File: config.mk
export PLATFORM = sky130hd
export DESIGN_NAME = rggen_register_access_controller
export DESIGN_NICKNAME = d
export VERILOG_FILES = /design/src/rtl/rggen_register_access_controller.sv
export SDC_FILE = /design/constraint.sdc
export NUM_CORES = 1
export LEC_CHECK = 0
export ABC_CLOCK_PERIOD_IN_PS = 5600
export CAP_MARGIN = 20
export CORE_AREA = 3 3 127 129
export DETAILED_ROUTE_END_ITERATION = 10
export DIE_AREA = 0 0 130 132
export PLACE_DENSITY = 0.76
export SLEW_MARGIN = 15
export SYNTH_ARGS = -nofsm -noshare
export SYNTH_HDL_FRONTEND = slang
export SYNTH_SLANG_ARGS = --single-unit
File: constraint.sdc
create_clock -name i_clk -period 5.6 [get_ports i_clk]
set_clock_uncertainty 0.05 [all_clocks]
set_input_delay 1.68 -clock i_clk [delete_from_list [all_inputs] [get_ports i_clk]]
set_output_delay 1.68 -clock i_clk [all_outputs]
set_load 0.02 [all_outputs]
File: src/rtl/rggen_register_access_controller.sv
// Register access controller: one host request at a time is forwarded to register slices and one response is returned.
// Latency: o_reg_valid is high in the cycle after acceptance, and the response comes at least two cycles after acceptance.
// Backpressure: o_host_ready is high only in IDLE, and the response is held until i_host_rsp_ready is seen.
// Optional feature: define RGGEN_ACCESS_TIMEOUT_EN to end ACCESS with a slave error after TIMEOUT_CYCLES wait cycles.
module rggen_register_access_controller #(
    parameter int ADDRESS_WIDTH  = 8,
    parameter int BUS_WIDTH      = 32,
    parameter int REGISTERS      = 4,
    parameter int TIMEOUT_CYCLES = 16
) (
    input  logic                           i_clk,
    input  logic                           i_rst,
    input  logic                           i_host_valid,
    output logic                           o_host_ready,
    input  logic [1:0]                     i_host_access,
    input  logic [ADDRESS_WIDTH-1:0]       i_host_address,
    input  logic [BUS_WIDTH-1:0]           i_host_write_data,
    input  logic [BUS_WIDTH-1:0]           i_host_strobe,
    output logic                           o_host_rsp_valid,
    input  logic                           i_host_rsp_ready,
    output logic [1:0]                     o_host_status,
    output logic [BUS_WIDTH-1:0]           o_host_read_data,
    output logic                           o_reg_valid,
    output logic [1:0]                     o_reg_access,
    output logic [ADDRESS_WIDTH-1:0]       o_reg_address,
    output logic [BUS_WIDTH-1:0]           o_reg_write_data,
    output logic [BUS_WIDTH-1:0]           o_reg_strobe,
    input  logic [REGISTERS-1:0]           i_reg_active,
    input  logic [REGISTERS-1:0]           i_reg_ready,
    input  logic [2*REGISTERS-1:0]         i_reg_status,
    input  logic [BUS_WIDTH*REGISTERS-1:0] i_reg_read_data
);

    typedef enum logic [1:0] {
        IDLE     = 2'd0,
        ACCESS   = 2'd1,
        RESPONSE = 2'd2
    } state_t;

    localparam logic [1:0] STATUS_OKAY  = 2'b00;
    localparam logic [1:0] STATUS_SLVERR = 2'b10;
    localparam logic [1:0] STATUS_DECERR = 2'b11;

    // Parameter sanity; a bad configuration stops elaboration.
    generate
        if (REGISTERS < 1 || TIMEOUT_CYCLES < 1 || (BUS_WIDTH % 8) != 0) begin : g_bad_params
            $error("rggen_register_access_controller: illegal parameter set");
        end
    endgenerate

    state_t                 state;
    state_t                 state_nxt;
    logic                   capture;
    logic [1:0]             cap_status;
    logic [BUS_WIDTH-1:0]   cap_data;
    logic                   sel_ready;
    logic [1:0]             sel_status;
    logic [BUS_WIDTH-1:0]   sel_data;
    logic                   no_active;
    logic                   multi_active;
    logic                   timeout_hit;

    assign o_host_ready     = (state == IDLE);
    assign o_reg_valid      = (state == ACCESS);
    assign o_host_rsp_valid = (state == RESPONSE);

    assign no_active    = (i_reg_active == '0);
    // Clearing the lowest set bit leaves something only when two or more slices claim the address.
    assign multi_active = ((i_reg_active & (i_reg_active - REGISTERS'(1))) != '0);

    // OR-mux the slice outputs by the active vector; only meaningful when exactly one bit is set.
    always_comb begin
        sel_ready  = 1'b0;
        sel_status = '0;
        sel_data   = '0;
        for (int k = 0; k < REGISTERS; k++) begin
            if (i_reg_active[k]) begin
                sel_ready  = sel_ready | i_reg_ready[k];
                sel_status = sel_status | i_reg_status[2*k +: 2];
                sel_data   = sel_data | i_reg_read_data[BUS_WIDTH*k +: BUS_WIDTH];
            end
        end
    end

`ifdef RGGEN_ACCESS_TIMEOUT_EN
    localparam int CW = $clog2(TIMEOUT_CYCLES + 1);
    logic [CW-1:0] timeout_cnt;

    // Count ACCESS cycles; cleared whenever the FSM is elsewhere, so it restarts from 0 on every entry.
    always_ff @(posedge i_clk or posedge i_rst) begin
        if (i_rst) begin
            timeout_cnt <= '0;
        end else if (state != ACCESS) begin
            timeout_cnt <= '0;
        end else begin
            timeout_cnt <= timeout_cnt + CW'(1);
        end
    end

    // The current cycle is the last allowed ACCESS cycle.
    assign timeout_hit = (timeout_cnt == CW'(TIMEOUT_CYCLES - 1));
`else
    // No counter: ACCESS waits for the slice for as long as it takes.
    assign timeout_hit = 1'b0;
`endif

    // State register.
    always_ff @(posedge i_clk or posedge i_rst) begin
        if (i_rst) begin
            state <= IDLE;
        end else begin
            state <= state_nxt;
        end
    end

    // Next-state and response selection.
    always_comb begin
        state_nxt  = state;
        capture    = 1'b0;
        cap_status = STATUS_OKAY;
        cap_data   = '0;
        case (state)
            IDLE: begin
                if (i_host_valid) begin
                    state_nxt = ACCESS;
                end
            end
            ACCESS: begin
                if (no_active) begin
                    capture    = 1'b1;
                    cap_status = STATUS_DECERR;
                end else if (multi_active) begin
                    capture    = 1'b1;
                    cap_status = STATUS_SLVERR;
                end else if (sel_ready) begin
                    capture    = 1'b1;
                    cap_status = sel_status;
                    // Writes never return data.
                    cap_data   = o_reg_access[0] ? '0 : sel_data;
                end else if (timeout_hit) begin
                    capture    = 1'b1;
                    cap_status = STATUS_SLVERR;
                end
                if (capture) begin
                    state_nxt = RESPONSE;
                end
            end
            RESPONSE: begin
                if (i_host_rsp_ready) begin
                    state_nxt = IDLE;
                end
            end
            default: begin
                state_nxt = IDLE;
            end
        endcase
    end

    // Latch the request into the register-side outputs on acceptance; they stay put through ACCESS.
    always_ff @(posedge i_clk or posedge i_rst) begin
        if (i_rst) begin
            o_reg_access     <= '0;
            o_reg_address    <= '0;
            o_reg_write_data <= '0;
            o_reg_strobe     <= '0;
        end else if ((state == IDLE) && i_host_valid) begin
            o_reg_access     <= i_host_access;
            o_reg_address    <= i_host_address;
            o_reg_write_data <= i_host_write_data;
            o_reg_strobe     <= i_host_strobe;
        end
    end

    // Capture the response when ACCESS ends; held through RESPONSE.
    always_ff @(posedge i_clk or posedge i_rst) begin
        if (i_rst) begin
            o_host_status    <= STATUS_OKAY;
            o_host_read_data <= '0;
        end else if (capture) begin
            o_host_status    <= cap_status;
            o_host_read_data <= cap_data;
        end
    end

endmodule

Word level (Yosys, flattened, before mapping)
Index checks and enable logic that the tools add are counted.
{"block": "op_classes", "add_sub_neg": 1, "eq_ne": 5, "muxes": 30, "bitwise": 10, "n_reduce_logical": 5}
{"op": "$mux W32", "n": 9}
{"op": "$or A32 B32 Y32", "n": 3}
{"op": "$mux W2", "n": 11}
{"op": "$mux W1", "n": 9}
{"op": "$or A2 B2 Y2", "n": 3}
{"op": "$pmux W2 S3", "n": 1}
{"op": "$and A4 B4 Y4", "n": 1}
{"op": "$logic_not A4 Y1", "n": 1}
{"op": "$ne A2 B1 Y1 const B", "n": 2}
{"op": "$reduce_bool A4 Y1", "n": 1}
{"op": "$sub A4 B1 Y4 const B", "n": 1}
{"op": "$or A1 B1 Y1", "n": 3}
{"op": "$reduce_and A3 Y1", "n": 1}
{"op": "$eq A2 B1 Y1 const B", "n": 1}
{"op": "$eq A2 B2 Y1 const B", "n": 1}
{"op": "$logic_not A2 Y1", "n": 1}
{"op": "$ne A2 B2 Y1 const B", "n": 1}
{"op": "$logic_and A1 B1 Y1", "n": 1}
{"block": "totals", "regBits": 110, "inputBits": 222, "out_inout_bits": 111}

Depth between registers and ports, before layout
{"block": "logic_depth", "depth_word": 13, "mapped_depth": 8, "mapped_depth_nobuf": 4}

Worst setup path after synthesis
No wires, ideal clock.
{"block": "synth_timing", "kind": "in2reg", "start": "input i_reg_active[1]", "end": "register o_host_status[0]", "arrival_time_ns": 2.888, "t_required_ns": 5.422, "slack_ns": 2.535, "stages": 7, "path_cell_list": "buf_4 > nor2_2 > a211o_1 > buf_6 > a21boi_2 > buf_6 > mux2_1"}
{"block": "synth_between", "elab_chain_cells": 10}
{"item": "from (decl)", "line": "28", "source": "input logic [REGISTERS-1:0] i_reg_active,"}
{"item": "branches (longest 10 deep; another with $sub A4 B1 Y4)"}
{"item": "to (signal assigned)", "line": "180", "source": "o_host_status <= cap_status;"}
{"item": "to (decl)", "line": "21", "source": "output logic [1:0] o_host_status,"}
Several ways; the timed one is not identified. The select of a mux whose other input is x is not followed.
A chain may end at the register's enable or synchronous reset.

Worst setup path after layout
{"block": "layout_timing", "start": "input i_reg_active[3]", "end": "register o_host_read_data[10]"}
{"block": "layout_between", "elab_chain_cells": 7}
{"item": "$sub A4 B1 Y4", "line": "69", "source": "assign multi_active = ((i_reg_active & (i_reg_active - REGISTERS'(1))) != '0);"}
{"item": "$and A4 B4 Y4", "line": "69"}
{"item": "$reduce_bool A4 Y1", "line": "69"}
{"item": "$mux W1", "line": "132", "source": "end else if (multi_active) begin"}
{"item": "$mux W1", "line": "129", "source": "if (no_active) begin"}
{"item": "$mux W1 (2 in series)", "line": "122", "source": "case (state)"}
{"item": "to (signal assigned)", "line": "181", "source": "o_host_read_data <= cap_data;"}
{"item": "to (decl)", "line": "22", "source": "output logic [BUS_WIDTH-1:0] o_host_read_data,"}
Parallel ways exist; a longest one is shown, timed or not. The select of a mux whose other input is x is not followed.

==> qor.yml <==
cells_and_area:
  multi_input_area_um2: 2140
  nFillCells: 1224
  areaGrowthSynthToFinish_pct: 71.1
  final_area_um2: 8930
  fin_util: 0.590
  seq_area_um2: 2750
  layout.nets: 981
  drive_above_1_share: 0.113
  antenna-diode-count: 0
global_routing:
  antenna_found_initial: 0
  grt_use_total: 0.204
  grt_pass1_vias: 5000
  grt_pass1_wl_um: 27200
  grt_max_degree: 76
  overflow: 0
place:
  io_buffer_count: 332
  place.gp.congestion: 0.792
  placed_area_um2: 8650
  dp_hpwl_um: 14100
setup_path:
  worstReg2RegStart: "state[0]$_DFFE_PP0P_"
  path_class: "in2reg"
  endpoint_kind: "flop"
  cp_data_required_time_ps: 5820
  rr_endpoint: "o_reg_write_data[2]$_DFFE_PP0P_"
  path_max_fanout: 41
  r2r_slack_ps: 3470
  r2r_cells: 3
  worstPathArrival_ps: 4110
  start_kind: "input port"
clock_network:
  cts_tree: "done"
  clockBufferDepth: 2
  clk_pin_slew_ps: 80
  clk_latency_ps: 340
  post_cts_buffers: 0
  numClockSinks: 110
  postCtsHoldBufs: 0
  cts_buffers: 9
  cts-resized-gates: 0
  cts-root-buf: "clkbuf_16"
  cts-htree-levels: 3
timing:
  rsz0062_at_grt: "no"
  setup_viol: 0
  fmax_mhz: 257
  fin_setup_tns_ps: 0
  post-route-period-util: 0.694
  layout_min_cycle_time_ps: 3890
  final_max_slew_viol_count: 0
  tightest_slew_ps: 972
  hold_viol: 0
  relSlewSlack: 0.352
floorplan:
  rows: 45
  placeableCoreArea_um2: 15100
  die_width_um: 130
  dieHeight_um: 132
  initial_core_util: 0.345
  dieArea_um2: 17200
  io_pins: 333
yosys:
  synth_edf_count: 0
  synth_ff_type: "dfrtp_1"
  synth_nets: 665
  seq_area_frac_synth: 0.527
  ys_top_cells_by_count: "dfrtp_1 (110), a22oi_1 (68), mux2_2 (56)"
  synthCells: 443
  ys_top_cells_by_area: "dfrtp_1 (53%), mux2_2 (12%), a22oi_1 (9.8%)"
  async_reset_ff_frac: 1.00
  synth_top_area_cell: "dfrtp_1"
  syn_area_per_cell_um2: 11.8
  ys_warn_count: 0
  ys_ff_latch: 110
  synth_top_area_frac: 0.527
  syn_area_um2: 5220
  synth.most_common_cell: "dfrtp_1"
  yosysUniqueCellTypes: 30
power:
  p_total_mw: 4.08
  p_int_mw: 2.57
  p_leak_nw: 3.61
  vdd_ir_drop_max_uv: 307
  clkPwrFrac: 0.150
  seqPwrFrac: 0.331
  combPwrFrac: 0.519
  p_sw_mw: 1.51
  p_per_area_nw_per_um2: 457
  switching_share: 0.370
min_path:
  worstHoldStart: "o_reg_strobe[27]$_DFFE_PP0P_"
  hp-class: "reg2reg"
  whs_endpoint: "o_reg_strobe[27]$_DFFE_PP0P_"
  holdPathStages: 1
routing:
  routed_wl_um: 17900
  via_per_inst: 4.92
  drt_iter0_markers: 219
  vias: 4681
  first_pass_iters: 5
  drcViolationCount: 0
  ant_nets: 0
  wl_per_cell_um: 18.8
flow_run:
  cap_violations: 0
outcome:
  status: "completed"
[per-layer routing]
metal / share of wire / GRT usage
met5: 0 / 0
met4: 0.028 / 0.0751
met3: 0.081 / 0.0462
met2: 0.51 / 0.360
met1: 0.39 / 0.239
[how the worst max path moves through the flow]
stage                    start                               end  slack (ps)  depth (start not counted)
2_1_floorplan            i_rst   o_host_read_data[0]$_DFFE_PP0P_         970                          1
3_3_place_gp   i_reg_active[1]  o_host_read_data[13]$_DFFE_PP0P_        1520                          7
3_5_place_dp   i_reg_active[3]  o_host_read_data[30]$_DFFE_PP0P_        1350                          7
4_1_cts        i_reg_active[3]  o_host_read_data[30]$_DFFE_PP0P_        1710                          7
5_1_grt        i_reg_active[3]  o_host_read_data[30]$_DFFE_PP0P_        1580                          7
6_report       i_reg_active[3]  o_host_read_data[10]$_DFFE_PP0P_        1710                          7
[power groups by stage]
stage | combinational [mW] | sequential [mW] | clock [mW]
2_1_floorplan | 0.645 | 1.78 | 0
3_3_place_gp | 2.11 | 1.35 | 0
3_5_place_dp | 2.14 | 1.37 | 0
4_1_cts | 2.15 | 1.36 | 0.627
5_1_grt | 2.24 | 1.40 | 0.657
6_report | 2.12 | 1.35 | 0.611
[critical path: stages]
cell and delay, ps:
clkdlybuf4s50_1 470, buf_4 380, xor2_1 130, a211o_1 350, a21boi_4 540, buf_12 280, mux2i_1 240
[stage by stage]
step / instances / setup slack (ps) / hold WS, ps
after CTS: 951 / 1710 / 447
after detailed placement: 936 / 1350 / 427
after global routing: 951 / 1580 / 457
final: 951 / 1710 / 439
after floorplan: 443 / 968 / 555
after global placement: 936 / 1520 / 418
[sequential cells by signal, indices dropped and copies added, names as in the netlist]
register / count
o_host_read_data: 32
state: 2
o_reg_strobe: 32
o_reg_write_data: 32
o_reg_access: 2
o_host_status: 2
o_reg_address: 8
[cell families (layout without fill, tap and decap cells)]
logic type             count (synthesis)  count (layout)  synth area share
AND/OR/NAND/NOR                       77              77            0.0674
multiplexers                         107             107             0.223
AO/OA/AOI/OAI                         79              79             0.115
buffers and inverters                 69             389            0.0655
flip-flops                           110             110             0.527
XOR/XNOR                               1               1           0.00168
[area by class of cell]
| cell class | count | area share |
|---|---|---|
| clock inverters | 6 | 0.00631 |
| repair buffers | 340 | 0.380 |
| clock buffers | 9 | 0.0252 |
| flip-flops and latches | 110 | 0.308 |
| multi-input cells | 264 | 0.239 |
| inverters | 34 | 0.0146 |
| well taps | 188 | 0.0263 |
[placed cells by master (no fill, tap or decap), types with 2 or more instances in the layout]
cell type and n:
a22oi_1 68, buf_4 7, clkbuf_16 9, clkdlybuf4s50_1 331, clkinv_4 3, dfrtp_1 110
inv_1 33, inv_8 2, mux2_1 19, mux2_2 56, mux2i_1 32, nand2_1 36
nand3_1 32, nor2_1 2, nor2b_1 2, nor4b_1 2
No activity file was read; power rests on OpenSTA's default activity.
==> edit, RTL diff (config.mk and constraints unchanged) <==
The 3 states of `state_t` get a one-hot encoding in 3 bits.
--- a/src/rtl/rggen_register_access_controller.sv
+++ b/src/rtl/rggen_register_access_controller.sv
@@ -33,6 +33,6 @@
 
-    typedef enum logic [1:0] {
-        IDLE     = 2'd0,
-        ACCESS   = 2'd1,
-        RESPONSE = 2'd2
+    typedef enum logic [2:0] {
+        IDLE     = 3'b001,
+        ACCESS   = 3'b010,
+        RESPONSE = 3'b100
     } state_t;
Check against the original RTL: same outputs for any inputs over 4 cycles, from zero or initial values and one cycle with i_rst high; so few cycles prove little.
==> edit against the unedited design <==
Cell count increased by 1.1%; sequential share of layout area about the same; total power increased by 3.1%; hold slack got worse by 4.8 ps; critical path type unchanged; critical endpoint is now o_host_read_data[14]; area after synthesis increased by 1.8%; wire length decreased by 5.9%; critical path depth unchanged; design area increased by 0.92%; sequential cell count increased by 1; worst setup slack improved by 15 ps.
==> edit: results (changes against the unedited design) <==
DETAILED ROUTING
------------------------------------------------------------------------
DRC violation total after the first TritonRoute iteration .          232   +5.9%
Total iterations of the first detailed-routing run ........            4   -1
WL/cell ...................................................      17.5 um   -6.9%
Metal2 WL .................................................      8570 um   -5.4%
Met1 wire length ..........................................      6480 um   -6.3%

STA
------------------------------------------------------------------------
Max-slew headroom at the worst pin ........................        0.511   +0.159

CELLS AND AREA
------------------------------------------------------------------------
Count of flip-flops and latches ...........................          111   +0.91%
Filler instances ..........................................         1214   -0.82%
Layout net count ..........................................          990   +0.92%
Buffer count excluding the clock tree in the final layout .          344   +1.2%
Fraction of layout cells with a size suffix above 1 .......       0.0453   -0.0674
Cell Count, Final, Fillers Out ............................          961   +1.1%
Clock network area share ..................................       0.0303   -0.00126
Non-clk invs ..............................................           33   -2.9%

SYNTH
------------------------------------------------------------------------
Multiplexer share of the synthesized area .................        0.221   -0.00172
Fraction of the mapped netlist area in compound gates .....        0.114   -0.00103
Leading post-synthesis cells by cell area ................. sky130_fd_sc_hd__dfrtp_1, sky130_fd_sc_hd__mux2_1, sky130_fd_sc_hd__a22oi_1
XOR/XNOR share of the synthesized area ....................      0.00165   -0.0000289
Post-Syn Area per Cell ....................................     11.9 um2   +0.61%
Register area share after synthesis .......................        0.523   -0.00412
Net count of the mapped netlist ...........................          670   +0.75%
Commonest cells in the netlist ............................ sky130_fd_sc_hd__dfrtp_1, sky130_fd_sc_hd__mux2_1, sky130_fd_sc_hd__a22oi_1

GRT
------------------------------------------------------------------------
Vias in the first global route ............................         4983   -0.34%
Met3 track demand over resource ...........................       0.0421   -0.00405
GR Util met1 ..............................................        0.223   -0.0155
Largest net degree at the start of global routing .........           54   -29%
Global-route wire length before repair ....................     26000 um   -4.6%
Tot GR Track Use ..........................................        0.191   -0.0129

POWER AND IR DROP
------------------------------------------------------------------------
Clk network pwr share .....................................        0.139   -0.011
Static leakage ............................................      3.62 nW   +0.44%
Peak supply drop ..........................................   0.000183 V   -40%

CRITICAL PATH
------------------------------------------------------------------------
Worst Path Arrival ........................................      4080 ps   -30 ps

PLACEMENT
------------------------------------------------------------------------
Place WS ..................................................      1380 ps   +31.7 ps
Routability congestion estimate ...........................        0.859   +8.5%
Detail Placement HPWL .....................................     13500 um   -4.2%

OUTCOME
------------------------------------------------------------------------
Status .................................................... finished clean

==> edit: cell count changes after synthesis, moves of 2 or more <==
cell                       unedited run  this run
sky130_fd_sc_hd__clkbuf_1            21         9
sky130_fd_sc_hd__nand2_1             36        34
sky130_fd_sc_hd__buf_2                6        16
sky130_fd_sc_hd__mux2_2              56         0
sky130_fd_sc_hd__o21ai_1              0         2
sky130_fd_sc_hd__nor2b_1              2         0
sky130_fd_sc_hd__buf_1                1         3
sky130_fd_sc_hd__mux2_1              19        76
==> edit: path summary, 6_finish.rpt <==
kind                                 start              endpoint  slack, ps  depth (start not counted)
hold / removal             o_reg_strobe[3]       o_reg_strobe[3]        430                          1
min in group asynchronous            i_rst       o_reg_strobe[4]       1740                          2
setup / recovery           i_reg_active[2]  o_host_read_data[14]       1730                          7
hold reg to reg            o_reg_strobe[3]       o_reg_strobe[3]        430                          1
setup reg to reg                  state[0]       o_reg_strobe[8]       3340                          3
max in group asynchronous            i_rst              state[0]       2750                          3
